## config.mk

```make
export PLATFORM = sky130hd
export DESIGN_NAME = uart_rx_mv
export DESIGN_NICKNAME = d
export VERILOG_FILES = /design/src/rtl/uart_rx_mv.sv
export SDC_FILE = /design/constraint.sdc
export NUM_CORES = 1
export LEC_CHECK = 0
export BUFFER_PORTS_ARGS = -buffer_cell sky130_fd_sc_hd__buf_4
export CORE_MARGIN = 10
export CORE_UTILIZATION = 44
export DETAILED_ROUTE_END_ITERATION = 10
export PLACE_DENSITY_LB_ADDON = 0.12
export SLEW_MARGIN = 5
export SYNTH_ARGS = -nofsm -noshare
export SYNTH_HDL_FRONTEND = slang
export SYNTH_SLANG_ARGS = --single-unit
```

## constraint.sdc

```tcl
create_clock -name clk -period 1.9 [get_ports clk]
set_input_delay 0.19 -clock clk [delete_from_list [all_inputs] [get_ports clk]]
set_output_delay 0.19 -clock clk [all_outputs]
set_load 0.01 [all_outputs]
```

## src/rtl/uart_rx_mv.sv

```systemverilog
// uart_rx_mv: UART receiver with runtime framing and 3-sample majority voting.
//
// Each bit is oversampled N times. Three samples around mid-bit are voted
// 2-of-3, and the frame acts on that decision. A start bit that votes high is
// treated as a glitch and dropped. Finished words land in a one-entry holding
// register that the consumer drains with a valid/ready handshake. A frame that
// finishes while the register is still full is dropped and flagged with a
// one-cycle overrun pulse.
//
// Ports
//   clk            clock
//   rst            asynchronous reset, active low
//   RX_IN          serial line, idle high, asynchronous to clk
//   cfg_par_en     frame carries a parity bit
//   cfg_par_odd    1 = odd parity, 0 = even parity
//   cfg_two_stop   two stop bits are checked
//   DATA_READY     consumer accepts the held word
//   P_DATA_OUT     received word
//   DATA_VALID     held word and its flags are valid
//   parity_error   parity mismatch for the held word
//   stop_error     a stop bit sampled low for the held word
//   overrun_error  1-cycle pulse: frame completed while the register was full
//   busy           FSM is not idle
//
// state    | meaning
// ---------+------------------------------------------------------------
// S_IDLE   | waiting for a low level on the synchronised line
// S_START  | start bit; a high vote rejects it as a glitch
// S_DATA   | data bits, LSB first, bc selects the bit
// S_PARITY | optional parity bit
// S_STOP1  | first stop bit; frame ends at mid-bit if only one stop bit
// S_STOP2  | second stop bit; frame ends at mid-bit
module uart_rx_mv #(
  parameter int DATA_WIDTH  = 8,
  parameter int N           = 16,
  parameter int SYNC_STAGES = 2
) (
  input  logic                  clk,
  input  logic                  rst,
  input  logic                  RX_IN,
  input  logic                  cfg_par_en,
  input  logic                  cfg_par_odd,
  input  logic                  cfg_two_stop,
  input  logic                  DATA_READY,
  output logic [DATA_WIDTH-1:0] P_DATA_OUT,
  output logic                  DATA_VALID,
  output logic                  parity_error,
  output logic                  stop_error,
  output logic                  overrun_error,
  output logic                  busy
);

  localparam int SC_W = $clog2(N);
  localparam int BC_W = $clog2(DATA_WIDTH);

  localparam logic [SC_W-1:0] SC_LAST = SC_W'(N - 1);
  localparam logic [SC_W-1:0] SC_V0   = SC_W'(N / 2 - 1);
  localparam logic [SC_W-1:0] SC_V1   = SC_W'(N / 2);
  localparam logic [SC_W-1:0] SC_DEC  = SC_W'(N / 2 + 1);
  localparam logic [BC_W-1:0] BC_LAST = BC_W'(DATA_WIDTH - 1);

  typedef enum logic [2:0] {
    S_IDLE,
    S_START,
    S_DATA,
    S_PARITY,
    S_STOP1,
    S_STOP2
  } state_t;

  state_t state_q, state_d;

  logic [SYNC_STAGES-1:0] sync_q;
  logic                   rx_s;
  logic [SC_W-1:0]        sc;
  logic [BC_W-1:0]        bc;
  logic                   samp_a, samp_b;
  logic                   vote;
  logic                   decide;
  logic                   sc_last;
  logic [DATA_WIDTH-1:0]  data_sh;
  logic                   par_en_q, par_odd_q, two_stop_q;
  logic                   perr_q, serr_q;
  logic                   serr_fin;
  logic                   frame_done;
  logic                   start_frame;

  // Synchroniser resets to the idle line level so release never looks like a start edge.
  always_ff @(posedge clk or negedge rst) begin
    if (!rst) sync_q <= '1;
    else      sync_q <= {sync_q[SYNC_STAGES-2:0], RX_IN};
  end

  assign rx_s    = sync_q[SYNC_STAGES-1];
  assign decide  = (sc == SC_DEC);
  assign sc_last = (sc == SC_LAST);
  // Third vote sample is the live line on the decision cycle.
  assign vote    = (samp_a & samp_b) | (samp_a & rx_s) | (samp_b & rx_s);
  assign busy    = (state_q != S_IDLE);

  always_ff @(posedge clk or negedge rst) begin
    if (!rst) state_q <= S_IDLE;
    else      state_q <= state_d;
  end

  always_comb begin
    state_d     = state_q;
    frame_done  = 1'b0;
    start_frame = 1'b0;
    serr_fin    = ~vote;
    case (state_q)
      S_IDLE: begin
        if (!rx_s) begin
          state_d     = S_START;
          start_frame = 1'b1;
        end
      end
      S_START: begin
        if (decide && vote)  state_d = S_IDLE;
        else if (sc_last)    state_d = S_DATA;
      end
      S_DATA: begin
        if (sc_last && (bc == BC_LAST)) state_d = par_en_q ? S_PARITY : S_STOP1;
      end
      S_PARITY: begin
        if (sc_last) state_d = S_STOP1;
      end
      S_STOP1: begin
        if (two_stop_q) begin
          if (sc_last) state_d = S_STOP2;
        end else if (decide) begin
          frame_done = 1'b1;
          state_d    = S_IDLE;
        end
      end
      S_STOP2: begin
        serr_fin = serr_q | ~vote;
        if (decide) begin
          frame_done = 1'b1;
          state_d    = S_IDLE;
        end
      end
      default: state_d = S_IDLE;
    endcase
  end

  // Frame datapath: counters, vote samples, shift register, error accumulation.
  always_ff @(posedge clk or negedge rst) begin
    if (!rst) begin
      sc         <= '0;
      bc         <= '0;
      samp_a     <= 1'b1;
      samp_b     <= 1'b1;
      data_sh    <= '0;
      par_en_q   <= 1'b0;
      par_odd_q  <= 1'b0;
      two_stop_q <= 1'b0;
      perr_q     <= 1'b0;
      serr_q     <= 1'b0;
    end else begin
      if ((state_d != state_q) || sc_last) sc <= '0;
      else if (state_q != S_IDLE)          sc <= sc + 1'b1;

      if (sc == SC_V0) samp_a <= rx_s;
      if (sc == SC_V1) samp_b <= rx_s;

      if (start_frame) begin
        par_en_q   <= cfg_par_en;
        par_odd_q  <= cfg_par_odd;
        two_stop_q <= cfg_two_stop;
        perr_q     <= 1'b0;
        serr_q     <= 1'b0;
      end

      if (state_q == S_START && state_d == S_DATA) bc <= '0;
      else if (state_q == S_DATA && sc_last)       bc <= bc + 1'b1;

      if (decide) begin
        case (state_q)
          S_DATA:   data_sh[bc] <= vote;
          S_PARITY: perr_q      <= ((^data_sh) ^ vote) != par_odd_q;
          S_STOP1:  serr_q      <= ~vote;
          default:  ;
        endcase
      end
    end
  end

  // Holding register. A transfer in the completion cycle frees the slot for the new word.
  always_ff @(posedge clk or negedge rst) begin
    if (!rst) begin
      P_DATA_OUT    <= '0;
      DATA_VALID    <= 1'b0;
      parity_error  <= 1'b0;
      stop_error    <= 1'b0;
      overrun_error <= 1'b0;
    end else begin
      overrun_error <= 1'b0;
      if (frame_done && (!DATA_VALID || DATA_READY)) begin
        P_DATA_OUT   <= data_sh;
        parity_error <= perr_q;
        stop_error   <= serr_fin;
        DATA_VALID   <= 1'b1;
      end else begin
        if (frame_done)                   overrun_error <= 1'b1;
        else if (DATA_VALID && DATA_READY) DATA_VALID   <= 1'b0;
      end
    end
  end

endmodule

```

==> impl_metrics.tcl, run 1 <==
set metrics [dict create \
    fmax_mhz 548 \
    hp-start "cfg_two_stop" \
    synth_top_family_by_area "simple AND/OR/NAND/NOR gates" \
    synth_xor_xnor_area_share 0.0545 \
    synth_area_leader_cell "dfrtp_1" \
    die_y_um 86.2 \
    multi_input_area_sq_um 927 \
    grt_max_degree 40 \
    clk_latency_ns 0.29 \
    first_pass_iters 4 \
    path_max_fanout 7 \
    hp-class "in2reg" \
    cts_buffers 5 \
    post-route-period-util 0.960 \
    worst_slew_pin_slew_ns 0.488 \
    die_w_um 86.2 \
    synthMuxAreaShare 0.139 \
    rr_startpoint "state_q[2]$_DFF_PN0_" \
    fp-row-count 24 \
    max-cap-violations 0 \
    min_period_ns 1.82 \
    criticalPathCategory "reg2reg" \
    layout.cells.non_filler 261 \
    syn_nets 184 \
    drive_above_1_share 0.392 \
    die_area_sq_um 7430 \
    fin_nets 220 \
    root_buffer "clkbuf_8" \
    place_congestion 0.898 \
    startpoint_type "register" \
    dp_cells 251 \
    synth_top_area_frac 0.455 \
    fin_skew_ns 0.00783 \
    register_area_sq_um 982 \
    whs_endpoint "two_stop_q$_DFFE_PN0P_" \
    synth-simple-area-share 0.166 \
    fillers 381 \
    dpl.hpwl_um 2920 \
    synthAdderAreaFrac 0.0377 \
    grt_pass1_wl_um 6980 \
    htree_levels 2 \
    yosysWarnings 0 \
    outcome "complete, no violations" \
    max_slew_margin 0.674 \
    r2r_cells 4 \
    grt_pass1_vias 1460 \
    syn_to_final_growth_pct 23.7 \
    crit_required_ns 2.08 \
    overflow 0 \
    synth_cell_type_count 39 \
    design.core.area_sq_um 4290 \
    wl_per_cell_um 15.4 \
    arrival_ns 2.00 \
    drtAntennaViolNets 0 \
    cts_buffer_depth 2 \
    pwr_density_cell_nw_per_um2 1050 \
    avgSynthCellArea_sq_um 11.2 \
    finalSetupViolCount 0 \
    port_buffers 19 \
    grtUsageTotal 0.116 \
    tritoncts "yes" \
    rsz0062_at_grt "false" \
    ys_ff_latch 39 \
    initial_core_util 0.449 \
    avgViaCountPerCell 5.31 \
    drcViolationCount 0 \
    synthCells 172 \
    io_pins 20 \
    crit_path_end_kind "register" \
    drt-total-wl_um 4020 \
    reg2reg_slack_ns 0.08 \
    drt_iter0_drc 54 \
    synth_area_leaders "dfrtp_1 (45%), mux2_2 (13%), dfstp_2 (5.5%), xnor2_1 (3.6%), ha_1 (3.2%)" \
    vias 1386 \
    whs_path_depth 2 \
    tns_ns 0 \
    cts_sinks 39 \
    antenna_cells 0 \
    synth-seq-area-share 0.509 \
    synth_compound_area_frac 0.0675 \
    finish.utilization 0.555 \
    rr_endpoint "data_sh[4]$_DFFE_PN0P_" \
    vdd_drop_max_mv 0.373 \
    final_cell_mix "dfrtp_1 (34), buf_4 (34), mux2_2 (22)" \
    path_clk_slew_ns 0.08 \
    grt_antenna_before_repair 0 \
    cellLeakagePower_uw 0.00112 \
    finalMaxSlewViolations 0 \
    netlist_area_sq_um 1930 \
    hold_viol_final 0 \
]
## layer usage
layer | GRT usage | up-vias | share of wire | wire, um
li1 | - | 662 | - | -
met1 | 0.134 | 682 | 0.43 | 1740
met2 | 0.195 | 34 | 0.50 | 2020
met3 | 0.0403 | 8 | 0.052 | 208
met4 | 0.0412 | 0 | 0.011 | 44
met5 | 0 | - | 0 | 0
## cells in the mapped netlist
cell / instances
dfrtp_1: 35
mux2_2: 22
nor2_1: 15
nand2_1: 11
o21ai_0: 8
xnor2_1: 8
a21oi_1: 6
nor3_1: 6
ha_1: 5
nor2b_1: 5
clkbuf_1: 4
dfstp_2: 4
inv_1: 4
xor2_1: 4
nand2b_1: 3
nand3_1: 3
nand3b_1: 3
buf_2: 2
mux2i_1: 2
nor3b_2: 2
o22ai_1: 2
a211o_1: 1
a211oi_1: 1
a22oi_1: 1
a31o_2: 1
a31oi_1: 1
a32oi_1: 1
and3_1: 1
and3_2: 1
buf_1: 1
buf_4: 1
maj3_1: 1
nand3b_4: 1
nand4_1: 1
nor3b_1: 1
nor4_1: 1
or2b_1: 1
or3_1: 1
or4_4: 1
## sequential cells by signal, indices dropped and copies added (netlist names)
signal         count
DATA_VALID         1
P_DATA_OUT         8
bc                 3
data_sh            8
overrun_error      1
par_en_q           1
par_odd_q          1
parity_error       1
perr_q             1
samp_a             1
samp_b             1
sc                 4
serr_q             1
state_q            3
stop_error         1
sync_q             2
two_stop_q         1
## worst max-delay path: stages (launching register included)
cell and delay [ns]:
dfrtp_2 0.45, nand2b_1 0.17, or4_4 0.56, nor3b_2 0.18
mux2_2 0.35
## kinds of logic (layout without fill, tap and decap cells)
group	Yosys count	in the layout
AO/OA/AOI/OAI	22	22
multiplexers	24	24
XOR/XNOR	12	12
buffers and inverters	12	49
adder cells (fa/ha/maj)	6	6
AND/OR/NAND/NOR	57	57
flip-flops	39	39
## area by class of cell
| type | instances | area share |
|---|---|---|
| multi-input cells | 121 | 0.389 |
| well taps | 52 | 0.0273 |
| repair buffers | 37 | 0.124 |
| clock inverters | 2 | 0.00682 |
| flip-flops and latches | 39 | 0.412 |
| clock buffers | 6 | 0.0346 |
| inverters | 4 | 0.00630 |
## repair_timing
item / CTS / global route
setup endpoints to repair: 3 / 18
hold buffers: 2 / 0
pin swaps: 1 / 0
gates resized for setup: 0 / 5
setup buffers: 0 / 0
hold endpoints to repair: 36 / 0
## worst max path at each step
stage | startpoint | end | cells after the start
3_5_place_dp | sc[1]$_DFFE_PN0P_ | data_sh[0]$_DFFE_PN0P_ | 6
2_1_floorplan | sc[0]$_DFFE_PN0P_ | data_sh[2]$_DFFE_PN0P_ | 5
4_1_cts | sc[1]$_DFFE_PN0P_ | P_DATA_OUT[4]$_DFFE_PN0P_ | 8
3_3_place_gp | sc[1]$_DFFE_PN0P_ | data_sh[4]$_DFFE_PN0P_ | 6
5_1_grt | sc[1]$_DFFE_PN0P_ | data_sh[4]$_DFFE_PN0P_ | 6
6_report | state_q[2]$_DFF_PN0_ | data_sh[4]$_DFFE_PN0P_ | 4
## power breakdown
| part | internal (uW) | switching, uW |
|---|---|---|
| combinational | 398 | 438 |
| clock | 296 | 292 |
| sequential | 967 | 120 |
## per-stage QoR
stage	setup WS (ns)	total power [uW]	hold WS [ns]	area, sq um
final	0.0757	2510	0.131	2380
after CTS	0.0518	2520	0.122	2360
after global routing	0.00356	2690	0.117	2380
after floorplan	0.0187	1590	-0.106	1940
after detailed placement	0.00940	1910	0.191	2240
after global placement	0.0445	1890	0.187	2240
(Power assumes the default switching activity.)
==> run 2: changes to the inputs <==
Settings changed: SETUP_SLACK_MARGIN from default to 0.1.
==> run 2 against run 1 <==
  * Critical path depth increased by 2
  * Hold slack got worse by 0.0050 ns
  * Fmax increased by 0.15%
  * Worst setup slack improved by 0.0028 ns
  * Via count increased by 1.4%
  * Critical path type unchanged
  * Largest cell class is now multi-input gates
  * Combinational power increased by 8.7%
  * Global-route usage increased by 0.59 points
  * Sequential share of layout area decreased by 1.1 points
  * First-iteration DRC count increased by 110%
  * Sequential power about the same
==> impl_metrics.tcl, run 2 (synthesis gave the netlist of run 1 again) <==
set metrics [dict create \
    fin_nets 219 \
    max_slew_margin 0.676 \
    root_buffer "clkbuf_8" \
    wl_per_cell_um 16.1 \
    reg_top3 "P_DATA_OUT x8, data_sh x8, sc x4" \
    avgViaCountPerCell 5.41 \
    min_period_ns 1.82 \
    worst_slew_pin_slew_ns 0.486 \
    drtAntennaViolNets 0 \
    grt_antenna_before_repair 0 \
    vdd_drop_max_mv 0.535 \
    startpoint "sc[1]$_DFFE_PN0P_" \
    place_ws_ns -0.000565 \
    io_pins 20 \
    pwr_density_cell_nw_per_um2 1050 \
    grt_max_degree 40 \
    rr_endpoint "data_sh[2]$_DFFE_PN0P_" \
    grt_pass1_wl_um 7360 \
    rr_startpoint "sc[1]$_DFFE_PN0P_" \
    finalMaxSlewViolations 0 \
    htree_levels 2 \
    clk_latency_ns 0.29 \
    hold_viol_final 0 \
    path_clk_slew_ns 0.08 \
    postLayoutCellArea_sq_um 2450 \
    arrival_ns 2.00 \
    vias 1406 \
    final_common_cell "dfrtp_1" \
    crit_required_ns 2.08 \
    design.core.area_sq_um 4290 \
    rsz0062_at_grt "true" \
    cp-endpoint "data_sh[2]$_DFFE_PN0P_" \
    fmax_mhz 549 \
    finalWorstSetupSlack_ns 0.0785 \
    fin_skew_ns 0.00914 \
    grtUsageTotal 0.122 \
    cts_buffers 5 \
    startpoint_type "register" \
    drt_iter0_drc 116 \
    port_buffers 19 \
    path_max_fanout 4 \
    post-route-period-util 0.959 \
    overflow 0 \
    drive_above_1_share 0.428 \
    total_power_uw 2580 \
    die_y_um 86.2 \
    tns_ns 0 \
    dpl.hpwl_um 2890 \
    place_area_sq_um 2220 \
    crit_path_end_kind "register" \
    initial_core_util 0.449 \
    drt-total-wl_um 4180 \
    finalSetupViolCount 0 \
    criticalPathCategory "reg2reg" \
    tritoncts "yes" \
    die_w_um 86.2 \
    outcome "complete, no violations" \
    cellLeakagePower_uw 0.00114 \
    die_area_sq_um 7430 \
    syn_to_final_growth_pct 27.2 \
    r2r_cells 6 \
    max-cap-violations 0 \
    cts_sinks 39 \
    antenna_cells 0 \
    reg2reg_slack_ns 0.08 \
    final_cell_mix "dfrtp_1 (34), buf_4 (32), mux2_2 (20)" \
    drcViolationCount 0 \
    hp-class "in2reg" \
    first_pass_iters 4 \
    fp-row-count 24 \
    cts_buffer_depth 2 \
    grt_pass1_vias 1454 \
    place_congestion 0.931 \
]
## run 2: cell count changes in the layout (fill, tap and decap cells not counted), moves of 2 or more
cell / before / now
mux2_2: 22 / 20
buf_4: 34 / 32
nor3b_4: 0 / 2
mux2_4: 0 / 2
## run 2: through the flow
stage               hold slack (ns)  cells   util
floorplan                    -0.106    172      -
global placement              0.184    247  0.517
detailed placement            0.199    247  0.517
CTS                         0.00415    258  0.546
global route                  0.111    260  0.571
finish                        0.126    260  0.571
## run 2: layout make-up
cell class              instances  area (sq um)
repair buffers                 36           292
inverters                       4          15.0
clock inverters                 2          12.5
clock buffers                   6          72.6
fillers                       367          1840
well taps                      52          65.1
multi-input cells             121          1010
flip-flops and latches         39           982
## run 2: worst min path at each step
stage          depth (start not counted)  slack [ns]        start                 endpoint
2_1_floorplan                          0       -0.11          rst   DATA_VALID$_DFFE_PN0P_
3_3_place_gp                           1        0.18          rst  overrun_error$_DFF_PN0_
3_5_place_dp                           1        0.20          rst  overrun_error$_DFF_PN0_
5_1_grt                                2        0.11  cfg_par_odd    par_odd_q$_DFFE_PN0P_
4_1_cts                                1       0.004        RX_IN      sync_q[0]$_DFF_PN1_
6_report                               2        0.13  cfg_par_odd    par_odd_q$_DFFE_PN0P_
## run 2: repair_timing
action / CTS / global route
resized for setup: 3 / 15
hold endpoints to repair: 35 / 1
buffers inserted: 2 / 1
pin swaps: 3 / 1
hold buffers: 1 / 1
endpoints found under the setup margin: 18 / 24
## run 2: metal layers
layer | wire [um] | up-vias | global-route usage
met5 | 0 | - | 0
met3 | 246 | 8 | 0.0413
met1 | 1850 | 694 | 0.158
li1 | - | 664 | -
met4 | 65 | 0 | 0.0412
met2 | 2020 | 40 | 0.186
## run 2: power by group
group,switching (uW),internal [uW],leakage [uW]
clock network,292,257,0.0000412
logic,468,441,0.000587
registers,150,968,0.000514
total,910,1670,0.00114
## run 2: worst max-delay path: stages (launching register included)
cell,delay (ns)
dfrtp_1,0.40
inv_2,0.08
ha_4,0.14
nand3b_4,0.08
or4_4,0.48
nor3b_4,0.23
mux2_4,0.31
==> run 3: changes to the inputs <==
Settings changed: CORE_ASPECT_RATIO from default to 1.4, CTS_CLUSTER_SIZE from default to 16.
==> run 3 against run 2 <==
  * Sequential share of layout area up 0.31 points
  * Sequential power about the same
  * Global-route usage is 0.94 points lower
  * Fmax is 0.67% higher
  * Sequential cell count is the same
  * Count of clock-buffer cells in the layout grew 2
  * Clock power increased by 12%
  * Clock skew shrank 0.0045 ns
  * Utilization is 0.30 points higher
  * Highest routed layer unchanged
==> impl_metrics.tcl, run 3 (synthesis gave the netlist of run 1 again) <==
set metrics [dict create \
    path_max_fanout 4 \
    hp-class "in2reg" \
    first_pass_iters 4 \
    max_slew_margin 0.672 \
    die_y_um 98.3 \
    critPathMaxStageDelay_ns 0.48 \
    critPathSlowestCell "or4_4" \
    final_cell_mix "dfrtp_1 (34), buf_4 (33), mux2_2 (20)" \
    overflow 0 \
    clk_latency_ns 0.29 \
    min_period_ns 1.81 \
    met1_length_um 1570 \
    multi_input_area_sq_um 958 \
    grt_antenna_before_repair 0 \
    place_area_sq_um 2250 \
    layout.cells.non_filler 270 \
    grtUsageTotal 0.113 \
    pwr-share-comb 0.340 \
    finalMaxSlewViolations 0 \
    root_buffer "clkbuf_8" \
    intPower_uw 1740 \
    io_pins 20 \
    tritoncts "yes" \
    wl_met3_um 121 \
    vias 1356 \
    fmax_mhz 553 \
    drt-total-wl_um 4040 \
    hold_viol_final 0 \
    place_ws_ns 0.00994 \
    syn_to_final_growth_pct 26.2 \
    arrival_ns 1.99 \
    path_clk_slew_ns 0.08 \
    fin_skew_ns 0.00468 \
    cts_sinks 39 \
    drcViolationCount 0 \
    vdd_drop_max_mv 0.711 \
    dp_cells 259 \
    reg_top3 "P_DATA_OUT x8, data_sh x8, sc x4" \
    cellLeakagePower_uw 0.00114 \
    design.core.area_sq_um 4240 \
    drive_above_1_share 0.405 \
    post-route-period-util 0.952 \
    die_w_um 75.9 \
    drtAntennaViolNets 0 \
    fp-row-count 28 \
    p_sw_uw 853 \
    register_area_sq_um 982 \
    met2RoutedLength_um 2260 \
    grt_pass1_vias 1497 \
    fin_nets 221 \
    worst_slew_pin_slew_ns 0.491 \
    drt_iter0_drc 75 \
    grt_max_degree 40 \
    initial_core_util 0.455 \
    cts_buffer_depth 2 \
    startpoint_type "register" \
    htree_levels 2 \
    max-cap-violations 0 \
    place_congestion 0.814 \
    critPathTopFamily "simple AND/OR/NAND/NOR gates" \
    crit_required_ns 2.08 \
    crit_path_end_kind "register" \
    crit_buf_inv 1 \
    die_area_sq_um 7460 \
    postLayoutCellArea_sq_um 2430 \
    pwr-share-seq 0.423 \
    pwr_density_cell_nw_per_um2 1070 \
    tns_ns 0 \
    criticalPathCategory "reg2reg" \
    outcome "complete, no violations" \
    cts_buffers 5 \
    final_common_cell "dfrtp_1" \
    clkPwrFrac 0.237 \
    avgViaCountPerCell 5.02 \
    port_buffers 19 \
    highest_layer "met4" \
    finalSetupViolCount 0 \
    dpl.hpwl_um 2960 \
    antenna_cells 0 \
    finalWorstSetupSlack_ns 0.0906 \
    swShare 0.329 \
    rsz0062_at_grt "true" \
    fillers 379 \
    wl_per_cell_um 15.0 \
    cp_cell_sequence "inv_2, ha_4, nand3b_4, or4_4, nor3b_4, mux2_4" \
    grt_pass1_wl_um 7000 \
]
-- run 3: cell count changes in the layout (fill, tap and decap cells not counted), sizes merged --
cell / delta
clkinvlp: -1
clkinv: -1
buf: +2
clkbuf: +2
-- run 3: through the flow --
step | total power (uW) | hold WS [ns] | util
after floorplan | 1590 | -0.106 | -
after global placement | 1900 | 0.185 | 0.531
after detailed placement | 1940 | 0.195 | 0.531
after CTS | 2590 | 0.00117 | 0.564
after global routing | 2750 | 0.132 | 0.574
final | 2590 | 0.132 | 0.574
-- run 3: repair_timing --
item	CTS	global route
resized for setup	5	6
pin swaps	3	1
endpoints found under the setup margin	16	17
hold buffers	1	1
buffers inserted	1	0
hold endpoints to repair	35	1
-- run 3: worst paths after layout --
| check | start | to | slack, ns | depth (start not counted) |
|---|---|---|---|---|
| setup / recovery | sc[1]$_DFFE_PN0P_ | data_sh[4]$_DFFE_PN0P_ | 0.09 | 6 |
| hold / removal | cfg_two_stop | two_stop_q$_DFFE_PN0P_ | 0.13 | 2 |
| setup reg to reg | sc[1]$_DFFE_PN0P_ | data_sh[4]$_DFFE_PN0P_ | 0.09 | 6 |
| hold reg to reg | sync_q[0]$_DFF_PN1_ | sync_q[1]$_DFF_PN1_ | 0.35 | 0 |
| max in group asynchronous | rst | sc[0]$_DFFE_PN0P_ | 1.12 | 2 |
| min in group asynchronous | rst | state_q[2]$_DFF_PN0_ | 0.41 | 2 |
-- run 3: final cells by class --
type | count | share of cell area
Timing Repair Buffer | 38 | 0.124
Multi-Input combinational cell | 121 | 0.394
Inverter | 4 | 0.00617
Tap cell | 60 | 0.0309
Clock buffer | 8 | 0.0412
Sequential cell | 39 | 0.404
-- run 3: worst register-to-register path, cell delays in order (launching register included) --
cell and delay, ns:
dfrtp_1 0.40, inv_2 0.08, ha_4 0.14, nand3b_4 0.08
or4_4 0.48, nor3b_4 0.22, mux2_4 0.31
-- run 3: power groups by stage --
stage,clock (uW),combinational [uW],sequential [uW]
3_5_place_dp,0,841,1100
2_1_floorplan,0,513,1080
4_1_cts,632,864,1090
5_1_grt,664,974,1110
3_3_place_gp,0,802,1100
6_report,614,882,1100
-- run 3: metal layers --
| layer | vias to the layer above | global-route usage |
|---|---|---|
| met5 | - | 0 |
| met4 | 0 | 0.0482 |
| met3 | 7 | 0.0312 |
| met2 | 14 | 0.205 |
| met1 | 670 | 0.118 |
| li1 | 665 | - |
